**src/rtl/waveform_sequencer_if.sv**
```systemverilog
// Host/generator-side signal bundle for the waveform playlist sequencer.
// The master drives the table and control inputs; the slave is the sequencer itself.
interface waveform_sequencer_if #(
    parameter int DEPTH   = 8,
    parameter int DWELL_W = 8
);
    localparam int IW = $clog2(DEPTH);

    logic               wr_en;
    logic [IW-1:0]      wr_addr;
    logic [2:0]         wr_func;
    logic [DWELL_W-1:0] wr_dwell;
    logic [IW:0]        num_entries;
    logic               loop;
    logic               start;
    logic               stop;
    logic               period_tick;
    logic [2:0]         func;
    logic               wave_en;
    logic [IW-1:0]      cur_idx;
    logic               busy;
    logic               done;

    modport master (
        output wr_en, wr_addr, wr_func, wr_dwell, num_entries, loop, start, stop, period_tick,
        input  func, wave_en, cur_idx, busy, done
    );

    modport slave (
        input  wr_en, wr_addr, wr_func, wr_dwell, num_entries, loop, start, stop, period_tick,
        output func, wave_en, cur_idx, busy, done
    );
endinterface

```
**src/rtl/waveform_sequencer.sv**
```systemverilog
// Playlist controller: steps through a (func, dwell) table and switches the generator's
// func select only on period boundaries. One-shot or looped playback, graceful stop.
//
// state    | meaning
// IDLE     | silent (func=111), table writable, waiting for start
// RUN      | playing cur_idx, counting period ticks down to entry expiry
// STOPPING | stop seen; current entry plays out until the next period tick
// DONE     | one-cycle done pulse after one-shot completion, then IDLE
module waveform_sequencer #(
    parameter int DEPTH   = 8,
    parameter int DWELL_W = 8
) (
    input  logic                  clk,
    input  logic                  rst,
    waveform_sequencer_if.slave   bus
);
    localparam int IW = $clog2(DEPTH);
    localparam logic [IW:0]        DEPTH_N   = (IW + 1)'(DEPTH);
    localparam logic [IW:0]        N_ONE     = (IW + 1)'(1);
    localparam logic [IW-1:0]      IDX_ONE   = IW'(1);
    localparam logic [DWELL_W-1:0] DWELL_ONE = DWELL_W'(1);
    localparam logic [2:0]         SILENT    = 3'b111;

    typedef enum logic [1:0] {IDLE, RUN, STOPPING, DONE} state_t;

    state_t             state, state_next;
    logic [2:0]         func_q, func_next;
    logic [IW-1:0]      idx_q, idx_next;
    logic [DWELL_W-1:0] dwell_cnt, dwell_next;
    logic [IW:0]        n_q, n_next;
    logic               loop_q, loop_next;
    logic               load;
    logic [IW-1:0]      load_idx;
    logic [IW:0]        last_idx;

    logic [2:0]         func_mem  [DEPTH];
    logic [DWELL_W-1:0] dwell_mem [DEPTH];

    // Table has no reset; writes are locked out while playing.
    always_ff @(posedge clk) begin
        if (bus.wr_en && (state == IDLE || state == DONE)) begin
            func_mem[bus.wr_addr]  <= bus.wr_func;
            dwell_mem[bus.wr_addr] <= bus.wr_dwell;
        end
    end

    always_ff @(posedge clk or negedge rst) begin
        if (!rst) begin
            state     <= IDLE;
            func_q    <= SILENT;
            idx_q     <= '0;
            dwell_cnt <= '0;
            n_q       <= '0;
            loop_q    <= 1'b0;
        end else begin
            state     <= state_next;
            func_q    <= func_next;
            idx_q     <= idx_next;
            dwell_cnt <= dwell_next;
            n_q       <= n_next;
            loop_q    <= loop_next;
        end
    end

    assign last_idx = n_q - N_ONE;

    always_comb begin
        state_next = state;
        func_next  = func_q;
        idx_next   = idx_q;
        dwell_next = dwell_cnt;
        n_next     = n_q;
        loop_next  = loop_q;
        load       = 1'b0;
        load_idx   = '0;
        case (state)
            IDLE: begin
                func_next = SILENT;
                if (bus.start) begin
                    n_next    = (bus.num_entries > DEPTH_N) ? DEPTH_N : bus.num_entries;
                    loop_next = bus.loop;
                    if (bus.num_entries == '0) begin
                        state_next = DONE;
                    end else begin
                        state_next = RUN;
                        load       = 1'b1;
                    end
                end
            end
            RUN: begin
                if (bus.period_tick) begin
                    // A coincident stop beats entry expiry, so no done pulse.
                    if (bus.stop) begin
                        state_next = IDLE;
                        func_next  = SILENT;
                    end else if (dwell_cnt == DWELL_ONE) begin
                        if ({1'b0, idx_q} != last_idx) begin
                            load     = 1'b1;
                            load_idx = idx_q + IDX_ONE;
                        end else if (loop_q) begin
                            load = 1'b1;
                        end else begin
                            state_next = DONE;
                            func_next  = SILENT;
                        end
                    end else begin
                        dwell_next = dwell_cnt - DWELL_ONE;
                    end
                end else if (bus.stop) begin
                    state_next = STOPPING;
                end
            end
            STOPPING: begin
                if (bus.period_tick) begin
                    state_next = IDLE;
                    func_next  = SILENT;
                end
            end
            DONE: begin
                state_next = IDLE;
                func_next  = SILENT;
            end
            default: state_next = IDLE;
        endcase
        if (load) begin
            idx_next   = load_idx;
            func_next  = func_mem[load_idx];
            dwell_next = dwell_mem[load_idx];
        end
    end

    always_comb begin
        bus.func    = func_q;
        bus.cur_idx = idx_q;
        bus.wave_en = (state == RUN) || (state == STOPPING);
        bus.busy    = (state == RUN) || (state == STOPPING);
        bus.done    = (state == DONE);
    end
endmodule

```
**src/flat_wrapper.sv**
```systemverilog
// flat-port wrapper written by rule: the top's interface ports become plain ports
module waveform_sequencer_flat 
#(
    parameter int DEPTH   = 8,
    parameter int DWELL_W = 8
)
  (clk, rst, bus_wr_en, bus_wr_addr, bus_wr_func, bus_wr_dwell, bus_num_entries, bus_loop, bus_start, bus_stop, bus_period_tick, bus_func, bus_wave_en, bus_cur_idx, bus_busy, bus_done);
  waveform_sequencer_if #(.DEPTH(DEPTH), .DWELL_W(DWELL_W)) bus_i ();
  input  logic clk;
  input  logic rst;
  input wire logic [$bits(bus_i.wr_en)-1:0] bus_wr_en;
  input wire logic [$bits(bus_i.wr_addr)-1:0] bus_wr_addr;
  input wire logic [$bits(bus_i.wr_func)-1:0] bus_wr_func;
  input wire logic [$bits(bus_i.wr_dwell)-1:0] bus_wr_dwell;
  input wire logic [$bits(bus_i.num_entries)-1:0] bus_num_entries;
  input wire logic [$bits(bus_i.loop)-1:0] bus_loop;
  input wire logic [$bits(bus_i.start)-1:0] bus_start;
  input wire logic [$bits(bus_i.stop)-1:0] bus_stop;
  input wire logic [$bits(bus_i.period_tick)-1:0] bus_period_tick;
  output wire logic [$bits(bus_i.func)-1:0] bus_func;
  output wire logic [$bits(bus_i.wave_en)-1:0] bus_wave_en;
  output wire logic [$bits(bus_i.cur_idx)-1:0] bus_cur_idx;
  output wire logic [$bits(bus_i.busy)-1:0] bus_busy;
  output wire logic [$bits(bus_i.done)-1:0] bus_done;
  assign bus_i.wr_en = bus_wr_en;
  assign bus_i.wr_addr = bus_wr_addr;
  assign bus_i.wr_func = bus_wr_func;
  assign bus_i.wr_dwell = bus_wr_dwell;
  assign bus_i.num_entries = bus_num_entries;
  assign bus_i.loop = bus_loop;
  assign bus_i.start = bus_start;
  assign bus_i.stop = bus_stop;
  assign bus_i.period_tick = bus_period_tick;
  assign bus_func = bus_i.func;
  assign bus_wave_en = bus_i.wave_en;
  assign bus_cur_idx = bus_i.cur_idx;
  assign bus_busy = bus_i.busy;
  assign bus_done = bus_i.done;
  waveform_sequencer #(.DEPTH(DEPTH), .DWELL_W(DWELL_W)) u_core (.clk(clk), .rst(rst), .bus(bus_i));
endmodule
```
**config.mk**
```make
export PLATFORM = sky130hd
export DESIGN_NAME = waveform_sequencer_flat
export DESIGN_NICKNAME = d
export VERILOG_FILES = /design/src/rtl/waveform_sequencer_if.sv /design/src/rtl/waveform_sequencer.sv /design/src/flat_wrapper.sv
export SDC_FILE = /design/constraint.sdc
export NUM_CORES = 1
export LEC_CHECK = 0
export ABC_CLOCK_PERIOD_IN_PS = 2600
export CORE_ASPECT_RATIO = 0.9
export CORE_MARGIN = 4
export CORE_UTILIZATION = 50
export DETAILED_ROUTE_END_ITERATION = 7
export HOLD_SLACK_MARGIN = 0.02
export PLACE_DENSITY = 0.72
export SETUP_SLACK_MARGIN = 0.02
export SLEW_MARGIN = 0
export SYNTH_ARGS = -nofsm -noshare
export SYNTH_HDL_FRONTEND = slang
export SYNTH_SLANG_ARGS = --single-unit
```
**constraint.sdc**
```tcl
create_clock -name clk -period 2.6 [get_ports clk]
set_input_delay 0.65 -clock clk [delete_from_list [all_inputs] [get_ports clk]]
set_output_delay 0.65 -clock clk [all_outputs]
set_load 0.1 [all_outputs]
```
==> results.toml, run 1 <==
[status]
status = "finished clean"

[critical_path]
critPathMaxFanout = 5
r2r_cells = 8
r2r_slack_ns = 0.07
worst_setup_path_start_kind = "flop"
crit_end = "u_core.bus.func[2]"
crit_arrival_ns = 2.85
crit_required_ns = 2.92
r2r_end = "u_core.bus.func[2]"
path_class = "flop to flop"
crit_start = "u_core.dwell_cnt[5]"
critPathCaptureType = "flop"
r2r_start = "u_core.dwell_cnt[5]"

[pwr]
p_total_uw = 5030
p_per_area_mw_per_mm2 = 810
p_leak_uw = 0.00243
ir_drop_mv = 0.663

[clock_network]
cts_hold_buf = 0
cts.clk_slew.worst_paths_ns = 0.11
h-tree-depth = 3
cts_buffer_depth = 2
cts_tree = "done"
cts_buffers = 9
insertion_delay_ns = 0.37
numClockSinks = 109
cts_root_buffer = "clkbuf_8"

[logic_synthesis]
synth_nets = 388
synth_fa_ha_area_frac = 0.0205
synthSimpleGateAreaFrac = 0.105
synth_top_area_share = 0.543
synth.avg_cell_area_um2 = 13.7
yosysTopAreaCell = "edfxtp_1"
ys.flop_type = "edfxtp_1"
synth_cell_type_count = 63
ys_seq_elements = 109
synth_cells = 355
synth_edf_count = 88
yosys_warnings = 0
synth-xor-area-share = 0.0108
syn_area_mm2 = 0.00487
synthTopCellsByArea = "edfxtp_1 54%, dfrtp_1 9.2%, mux2i_1 4.1%"
yosysSeqAreaShare = 0.651
synth-compound-area-share = 0.117
synth.area.mux_share = 0.0742
synthArstFlopShare = 0.193
synth_top_family_by_area = "compound AO/OA/AOI/OAI gates"

[global_route]
grt_max_degree = 22
grt.total_usage = 0.210
grt_pass1_wl_um = 18200
grt_pass1_vias = 3367
antenna_found_initial = 0
grt_overflow = 0

[timing]
skew_ns = 0.0170
final_max_slew_viol_count = 0
fin_crit_sh = 0.973
final_hold_viol_count = 0
finalSetupViolations = 0
tns_ns = 0
max_slew_margin = 0.707
fin_crit_ns = 2.53
grt_setup_unrepaired = "true"
setup_slack_ns = 0.0704
tightestPinTransition_ns = 0.436
max_freq_mhz = 395

[routing]
ant_nets = 0
drt_pass1_iterations = 4
drt-total-wl_um = 11700
vias_per_cell = 5.81
drc = 0
first_iter_violations = 332
vias = 3399
wl_per_cell_um = 20.1

[final_layout]
area_growth_pct = 27.4
multi_input_area_mm2 = 0.00170
antennaDiodeCount = 0
fill_cells = 690
drive_gt1_frac = 0.305
layout.cells.non_filler = 585
nets = 491
seqCellArea_mm2 = 0.00318

[place]
portBuffers = 33
place_inst = 562
place_hpwl_um = 8090
gp_congestion = 0.969
pre_cts_slack_ns = -0.372

[worst_hold_path]
hp-class = "flop to flop"

[die]
start_util = 0.524
rows = 33
top_level_ports = 34
dieArea_mm2 = 0.0114
chipHeight_um = 102
die_w_um = 112
core_mm2 = 0.00929

[run]
maxCapViolCount = 0
==> cell usage in the layout, fill, tap and decap left out, types with 4 or more instances in the layout <==
cell,synthesis,layout
a2bb2oi_1,4,4
clkdlybuf4s50_1,0,23
nand2_1,34,33
buf_4,2,68
dfrtp_2,0,4
nand3_1,12,12
clkbuf_8,0,9
dfrtp_1,18,13
mux2_2,11,9
nand2b_1,7,7
o22ai_1,6,6
nor2_1,18,18
inv_1,10,9
edfxtp_1,88,88
o21ai_0,17,16
a21oi_1,14,13
buf_12,0,7
mux2i_1,20,19
nor3_1,8,6
ha_1,8,6
==> timing repair <==
action                                  CTS  global route
setup buffers                             2             5
gates cloned                              0             0
resized for setup                         2            23
endpoints found under the setup margin    8            11
pin swaps                                 2             7
==> cell families (layout without fill, tap and decap cells) <==
logic type / count (synthesis) / after routing
compound gates: 78 / 78
xor+xnor: 6 / 6
fa+ha+maj: 8 / 8
buf+inv: 20 / 128
flops: 109 / 109
mux: 33 / 33
simple gates: 101 / 101
==> layout make-up <==
class / count / area share
Sequential cell: 109 / 0.513
Multi-Input combinational cell: 226 / 0.274
Timing Repair Buffer: 102 / 0.150
Tap cell: 122 / 0.0246
Clock buffer: 9 / 0.0200
Clock inverter: 7 / 0.0125
Inverter: 10 / 0.00605
==> worst max-delay path, cell delays in order (launching register included) <==
cell      delay (ns)
dfrtp_1         0.42
or4_4           0.58
nor3b_4         0.32
o211ai_4        0.19
buf_6           0.18
mux2_4          0.30
o22ai_2         0.17
a221oi_2        0.05
mux2_4          0.27
==> state kept, by name, summed over array words and instances, names as in the netlist <==
signal	cells
u_core.bus.cur_idx	3
u_core.loop_q	1
u_core.n_q	4
u_core.dwell_mem	64
u_core.state	2
u_core.bus.func	3
u_core.func_mem	24
u_core.dwell_cnt	8
==> how the worst min path moves through the flow <==
stage,from,endpoint,slack [ns],cells after the start
after floorplan,rst,u_core.bus.cur_idx[1],0.35,0
after global placement,u_core.bus.func[1],u_core.bus.func[1],0.47,2
after detailed placement,u_core.bus.func[1],u_core.bus.func[1],0.47,2
after CTS,u_core.bus.func[1],u_core.bus.func[1],0.48,2
after global routing,u_core.bus.func[1],u_core.bus.func[1],0.51,2
final,u_core.bus.func[1],u_core.bus.func[1],0.48,2
==> metrics by stage <==
stage                     hold WS (ns)   util  instance area, µm²
after floorplan                  0.354      -                4890
after global placement           0.469  0.628                5840
after detailed placement         0.466  0.628                5840
after CTS                        0.482  0.653                6070
after global routing             0.509  0.668                6200
final                            0.483  0.668                6200
==> cells in the mapped netlist (3+ instances only) <==
| library cell | count |
|---|---|
| nand3b_1 | 3 |
| inv_1 | 10 |
| or3_1 | 3 |
| nor4_1 | 5 |
| o221ai_1 | 3 |
| mux2i_1 | 20 |
| nand2_1 | 34 |
| o31ai_1 | 3 |
| xor2_1 | 3 |
| nor2_1 | 18 |
| xnor2_1 | 3 |
| o21ai_0 | 17 |
| nor3_1 | 8 |
| nand3_1 | 12 |
| o22ai_1 | 6 |
| mux2_2 | 11 |
| a2bb2oi_1 | 4 |
| edfxtp_1 | 88 |
| dfstp_2 | 3 |
| nand2b_1 | 7 |
| a21oi_1 | 14 |
| buf_2 | 4 |
| ha_1 | 8 |
| dfrtp_1 | 18 |
==> report_power, final <==
part           internal, µW  switching, µW  leakage (µW)
Combinational           727           1050       0.00128
Clock                   386            626      0.000104
Sequential             2090            151       0.00104
==> metal layers <==
metal  part of all wire  vias to the layer above  GRT usage
met2               0.49                      103      0.357
met4              0.020                        0     0.0638
met5                  0                        -          0
li1                   -                     1575          -
met1               0.44                     1703      0.277
met3              0.043                       18     0.0442
(Power assumes the default switching activity.)
==> inputs of run 2 (changes only) <==
Settings changed: ABC_CLOCK_PERIOD_IN_PS 2600 to 2700, CTS_CLUSTER_SIZE from default to 28, PLACE_DENSITY 0.72 to 0.69.
Clock period 2.6 ns to 2.7 ns, I/O delays scaled along.
==> run 2 against run 1 <==
Cell count up 0.17%. Cell area is 1.2% lower. Flip-flop and latch count did not move. Clock power hardly changed. Count of clock-buffer cells in the layout unchanged. Wire length fell by 2.7%. Global-route usage fell by 0.17 points. Combinational power down 14%. Via count shrank 2.9%. Critical endpoint is now u_core.bus.func[0]. Highest routed layer unchanged.
==> results.toml, run 2 (synthesized netlist as in run 1, its figures left out) <==
[clock_network]
cts_buffer_depth = 2
insertion_delay_ns = 0.38
numClockSinks = 109
cts.clk_slew.worst_paths_ns = 0.10
cts_buffers = 9
cts_hold_buf = 0
h-tree-depth = 3
cts_root_buffer = "clkbuf_8"
cts_tree = "done"

[critical_path]
crit_required_ns = 3.02
crit_end = "u_core.bus.func[0]"
path_class = "flop to flop"
crit_arrival_ns = 2.94
crit_start = "u_core.dwell_cnt[3]"
r2r_start = "u_core.dwell_cnt[3]"
r2r_cells = 9
r2r_slack_ns = 0.08
worst_setup_path_start_kind = "flop"
critPathCaptureType = "flop"
critPathMaxFanout = 6
r2r_end = "u_core.bus.func[0]"

[pwr]
p_sw_uw = 1670
clkPwrFrac = 0.217
p_seq_frac = 0.460
p_per_area_mw_per_mm2 = 767
p_total_uw = 4700
power.share.switching = 0.355
p_leak_uw = 0.00242
pwr-share-comb = 0.323
ir_drop_mv = 0.478
p_int_uw = 3030

[routing]
first_iter_violations = 277
drt_pass1_iterations = 4
vias = 3300
drc = 0
vias_per_cell = 5.63
ant_nets = 0
drt-total-wl_um = 11400
wl_per_cell_um = 19.5

[place]
gp_congestion = 0.909
portBuffers = 33
place_hpwl_um = 8090
place_inst = 565
placed_cell_area_mm2 = 0.00579

[global_route]
grt_max_degree = 22
grt_overflow = 0
grt_pass1_vias = 3214
grt.total_usage = 0.209
antenna_found_initial = 0
grt_pass1_wl_um = 17700

[final_layout]
antennaDiodeCount = 0
drive_gt1_frac = 0.291
stdcell_area_mm2 = 0.00613
nets = 492
final_common_cell = "edfxtp_1"
final_cell_mix = "88 x edfxtp_1, 75 x buf_4, 34 x nand2_1"
fill_cells = 675
layout.cells.non_filler = 586
largest_register = "u_core.dwell_mem"
area_growth_pct = 25.8
reg_top3 = "u_core.dwell_mem (64), u_core.func_mem (24), u_core.dwell_cnt (8)"
largest_reg_flops = 64
post-route-util = 0.660

[timing]
fin_crit_sh = 0.971
fin_crit_ns = 2.62
skew_ns = 0.0156
grt_setup_unrepaired = "true"
max_freq_mhz = 382
tightestPinTransition_ns = 0.634
final_hold_viol_count = 0
final_max_slew_viol_count = 0
tns_ns = 0
finalSetupViolations = 0
max_slew_margin = 0.574

[die]
top_level_ports = 34
start_util = 0.524
rows = 33
die_w_um = 112
chipHeight_um = 102
core_mm2 = 0.00929
dieArea_mm2 = 0.0114

[run]
maxCapViolCount = 0

[status]
status = "finished clean"

[worst_hold_path]
hp-class = "flop to flop"
## run 2: cell count changes in the layout (fill, tap and decap cells not counted), sizes merged
cell           delta
buf               +1
bufinv            +1
clkdlybuf4s50     -1
clkinv            +1
dlymetal6s2s      +1
inv               -2
## run 2: how the worst min path moves through the flow
stage / from / end / slack [ns] / depth (start not counted)
2_1_floorplan: rst / u_core.bus.cur_idx[0] / 0.38 / 0
3_3_place_gp: u_core.bus.func[1] / u_core.bus.func[1] / 0.46 / 2
3_5_place_dp: u_core.bus.func[1] / u_core.bus.func[1] / 0.47 / 2
4_1_cts: u_core.bus.func[1] / u_core.bus.func[1] / 0.48 / 2
5_1_grt: u_core.bus.func[1] / u_core.bus.func[1] / 0.50 / 2
6_report: u_core.bus.func[1] / u_core.bus.func[1] / 0.48 / 2
## run 2: what timing repair did
item	CTS	global route
setup endpoints to repair	4	10
pin swaps	1	6
buffers inserted	2	3
resized for setup	0	15
## run 2: layout make-up
| class | count | area (µm²) | area share |
|---|---|---|---|
| Sequential cell | 109 | 3180 | 0.518 |
| Clock buffer | 9 | 124 | 0.0202 |
| Multi-Input combinational cell | 226 | 1670 | 0.272 |
| Tap cell | 122 | 153 | 0.0249 |
| Inverter | 10 | 37.5 | 0.00612 |
| Clock inverter | 7 | 83.8 | 0.0137 |
| Timing Repair Buffer | 103 | 888 | 0.145 |
## run 2: routing by layer
layer / up-vias / wire [µm] / track usage
li1: 1565 / - / -
met1: 1636 / 5120 / 0.285
met2: 87 / 5450 / 0.333
met3: 12 / 689 / 0.0597
met4: 0 / 159 / 0.0582
met5: - / 0 / 0
## run 2: worst max-delay path, cell delays in order (launching register included)
cell      delay (ns)
dfrtp_2         0.46
or4_4           0.58
nor3b_4         0.31
o211ai_4        0.12
buf_12          0.17
buf_12          0.13
mux2_2          0.28
o22ai_1         0.13
a221oi_1        0.08
mux2_4          0.28
## run 2: power groups by stage
stage / Combinational, µW / Sequential, µW / Clock (µW)
global route: 1630 / 2180 / 1110
CTS: 1450 / 2150 / 1040
finish: 1520 / 2170 / 1020
detailed placement: 1440 / 2190 / 0
floorplan: 873 / 2250 / 0
global placement: 1410 / 2180 / 0
## run 2: metrics by stage
step	worst slack [ns]	hold WS, ns
after global routing	-0.0141	0.496
after floorplan	0.00578	0.379
after detailed placement	-0.374	0.468
final	0.0793	0.478
after CTS	0.0292	0.483
after global placement	-0.316	0.462
==> inputs of run 3 (changes only) <==
Settings changed: ABC_CLOCK_PERIOD_IN_PS 2700 to 2600.
Clock period 2.7 ns to 2.6 ns, I/O delays scaled along.
==> run 3 against run 2 <==
Count of clock-buffer cells in the layout rose by 3. Power rose by 6.2%. Via count rose by 3.3%. Clock skew fell by 0.0020 ns. Flip-flop and latch count did not move. Non-clock buffer count rose by 7. Combinational power rose by 22%. First-iteration DRC count rose by 6.9%. Register-to-register slack improved by 0.02 ns.
==> results.toml, run 3 (synthesized netlist as in run 1, its figures left out) <==
[critical_path]
crit_required_ns = 2.86
critPathCaptureType = "flop"
crit_arrival_ns = 2.76
path_class = "flop to flop"
worst_setup_path_start_kind = "flop"
critPathMaxFanout = 8

[die]
dieArea_mm2 = 0.0114
top_level_ports = 34
die_w_um = 112
start_util = 0.524
core_mm2 = 0.00929
chipHeight_um = 102
rows = 33

[pwr]
power.share.switching = 0.355
ir_drop_mv = 0.543
p_leak_uw = 0.00249
pwr-share-comb = 0.372
p_per_area_mw_per_mm2 = 787
p_total_uw = 4990
p_seq_frac = 0.447
p_int_uw = 3220
p_sw_uw = 1770
clkPwrFrac = 0.181

[routing]
drc = 0
vias = 3408
ant_nets = 0
drt-total-wl_um = 11800
vias_per_cell = 5.75
first_iter_violations = 296
drt_pass1_iterations = 5
wl_per_cell_um = 19.9

[timing]
timing.hold.ws_ns = 0.478
grt_setup_unrepaired = "false"
skew_ns = 0.0136
final_max_slew_viol_count = 0
final_hold_viol_count = 0
max_slew_margin = 0.580
tightestPinTransition_ns = 0.628
fin_crit_ns = 2.50
finalSetupViolations = 0
fin_crit_sh = 0.960
max_freq_mhz = 401

[final_layout]
reg_top3 = "u_core.dwell_mem (64), u_core.func_mem (24), u_core.dwell_cnt (8)"
layout.cells.non_filler = 593
largest_register = "u_core.dwell_mem"
drive_gt1_frac = 0.329
largest_reg_flops = 64
final_common_cell = "edfxtp_1"
final_cell_mix = "88 x edfxtp_1, 72 x buf_4, 33 x nand2_1"
antennaDiodeCount = 0
area_growth_pct = 30.3
nets = 499

[place]
portBuffers = 33
gp_congestion = 0.902
place_hpwl_um = 8220
place_inst = 567

[global_route]
grt_max_degree = 19
grt_overflow = 0
grt_pass1_wl_um = 18400
grt_pass1_vias = 3354
grt.total_usage = 0.213
antenna_found_initial = 0

[clock_network]
h-tree-depth = 3
cts_tree = "done"
cts_buffers = 9
cts_buffer_depth = 2
numClockSinks = 109
cts_root_buffer = "clkbuf_8"
cts_hold_buf = 0
cts.clk_slew.worst_paths_ns = 0.10
insertion_delay_ns = 0.36

[status]
status = "finished clean"

[run]
maxCapViolCount = 0

[worst_hold_path]
hp-class = "flop to flop"
[run 3: changes by cell type in the layout (fill, tap and decap cells not counted), moves of 3 or more]
| cell | delta |
|---|---|
| inv_2 | +3 |
| clkinv_2 | -3 |
| clkdlybuf4s50_1 | -3 |
| buf_12 | +7 |
| buf_4 | -3 |
| inv_1 | -3 |
| dlymetal6s2s_1 | +3 |
| clkbuf_1 | +3 |
[run 3: final timing paths]
check                              startpoint                   to  slack [ns]  cells after the start
setup / recovery                u_core.n_q[1]  u_core.dwell_cnt[5]        0.10                     13
hold / removal             u_core.bus.func[1]   u_core.bus.func[1]        0.48                      2
setup reg to reg                u_core.n_q[1]  u_core.dwell_cnt[5]        0.10                     13
hold reg to reg            u_core.bus.func[1]   u_core.bus.func[1]        0.48                      2
max in group asynchronous                 rst  u_core.dwell_cnt[6]        1.32                      2
min in group asynchronous                 rst  u_core.dwell_cnt[2]        0.67                      1
[run 3: per-stage QoR]
stage | util | area, µm² | setup WS (ns) | TNS (ns)
final | 0.683 | 6350 | 0.103 | 0
after global routing | 0.683 | 6350 | 0.000821 | 0
after CTS | 0.663 | 6160 | 0.0194 | 0
after detailed placement | 0.634 | 5890 | -0.523 | -4.70
after global placement | 0.634 | 5890 | -0.428 | -3.84
after floorplan | - | 4890 | -0.0574 | -1.94
[run 3: what timing repair did]
item | 4_1_cts | 5_1_grt
endpoints found under the setup margin | 10 | 12
gates cloned | 0 | 1
hold endpoints to repair | 0 | 0
gates resized for setup | 7 | 33
pin swaps | 3 | 9
buffers inserted | 3 | 7
[run 3: per-layer routing]
metal | track usage | wire length [µm] | up-vias
met3 | 0.0526 | 797 | 15
met4 | 0.0527 | 140 | 0
met2 | 0.342 | 5580 | 139
li1 | - | - | 1592
met5 | 0 | 0 | -
met1 | 0.298 | 5270 | 1662
[run 3: area by class of cell]
| cell class | instances | area (µm²) |
|---|---|---|
| clock inverter | 4 | 32.5 |
| clock buffer | 12 | 135 |
| multi-input combinational | 226 | 1760 |
| tap | 122 | 153 |
| timing repair buffer | 110 | 1050 |
| inverter | 10 | 37.5 |
| sequential | 109 | 3180 |
| fill | 675 | 2940 |
[run 3: worst max-delay path, stage by stage (launching register included)]
cell and delay (ns):
dfrtp_1 0.38, inv_2 0.06, ha_4 0.26, xor2_2 0.16
o211ai_1 0.16, buf_4 0.18, o211ai_4 0.17, buf_12 0.17
buf_12 0.13, buf_4 0.11, mux2_2 0.34, a2bb2oi_2 0.13
nand3_1 0.08, a21oi_1 0.08
[run 3: power by group through the flow]
stage,clock network (µW),logic (µW),registers (µW)
CTS,932,1710,2220
floorplan,0,907,2340
detailed placement,0,1650,2250
global route,1020,1980,2250
global placement,0,1620,2250
finish,903,1860,2230
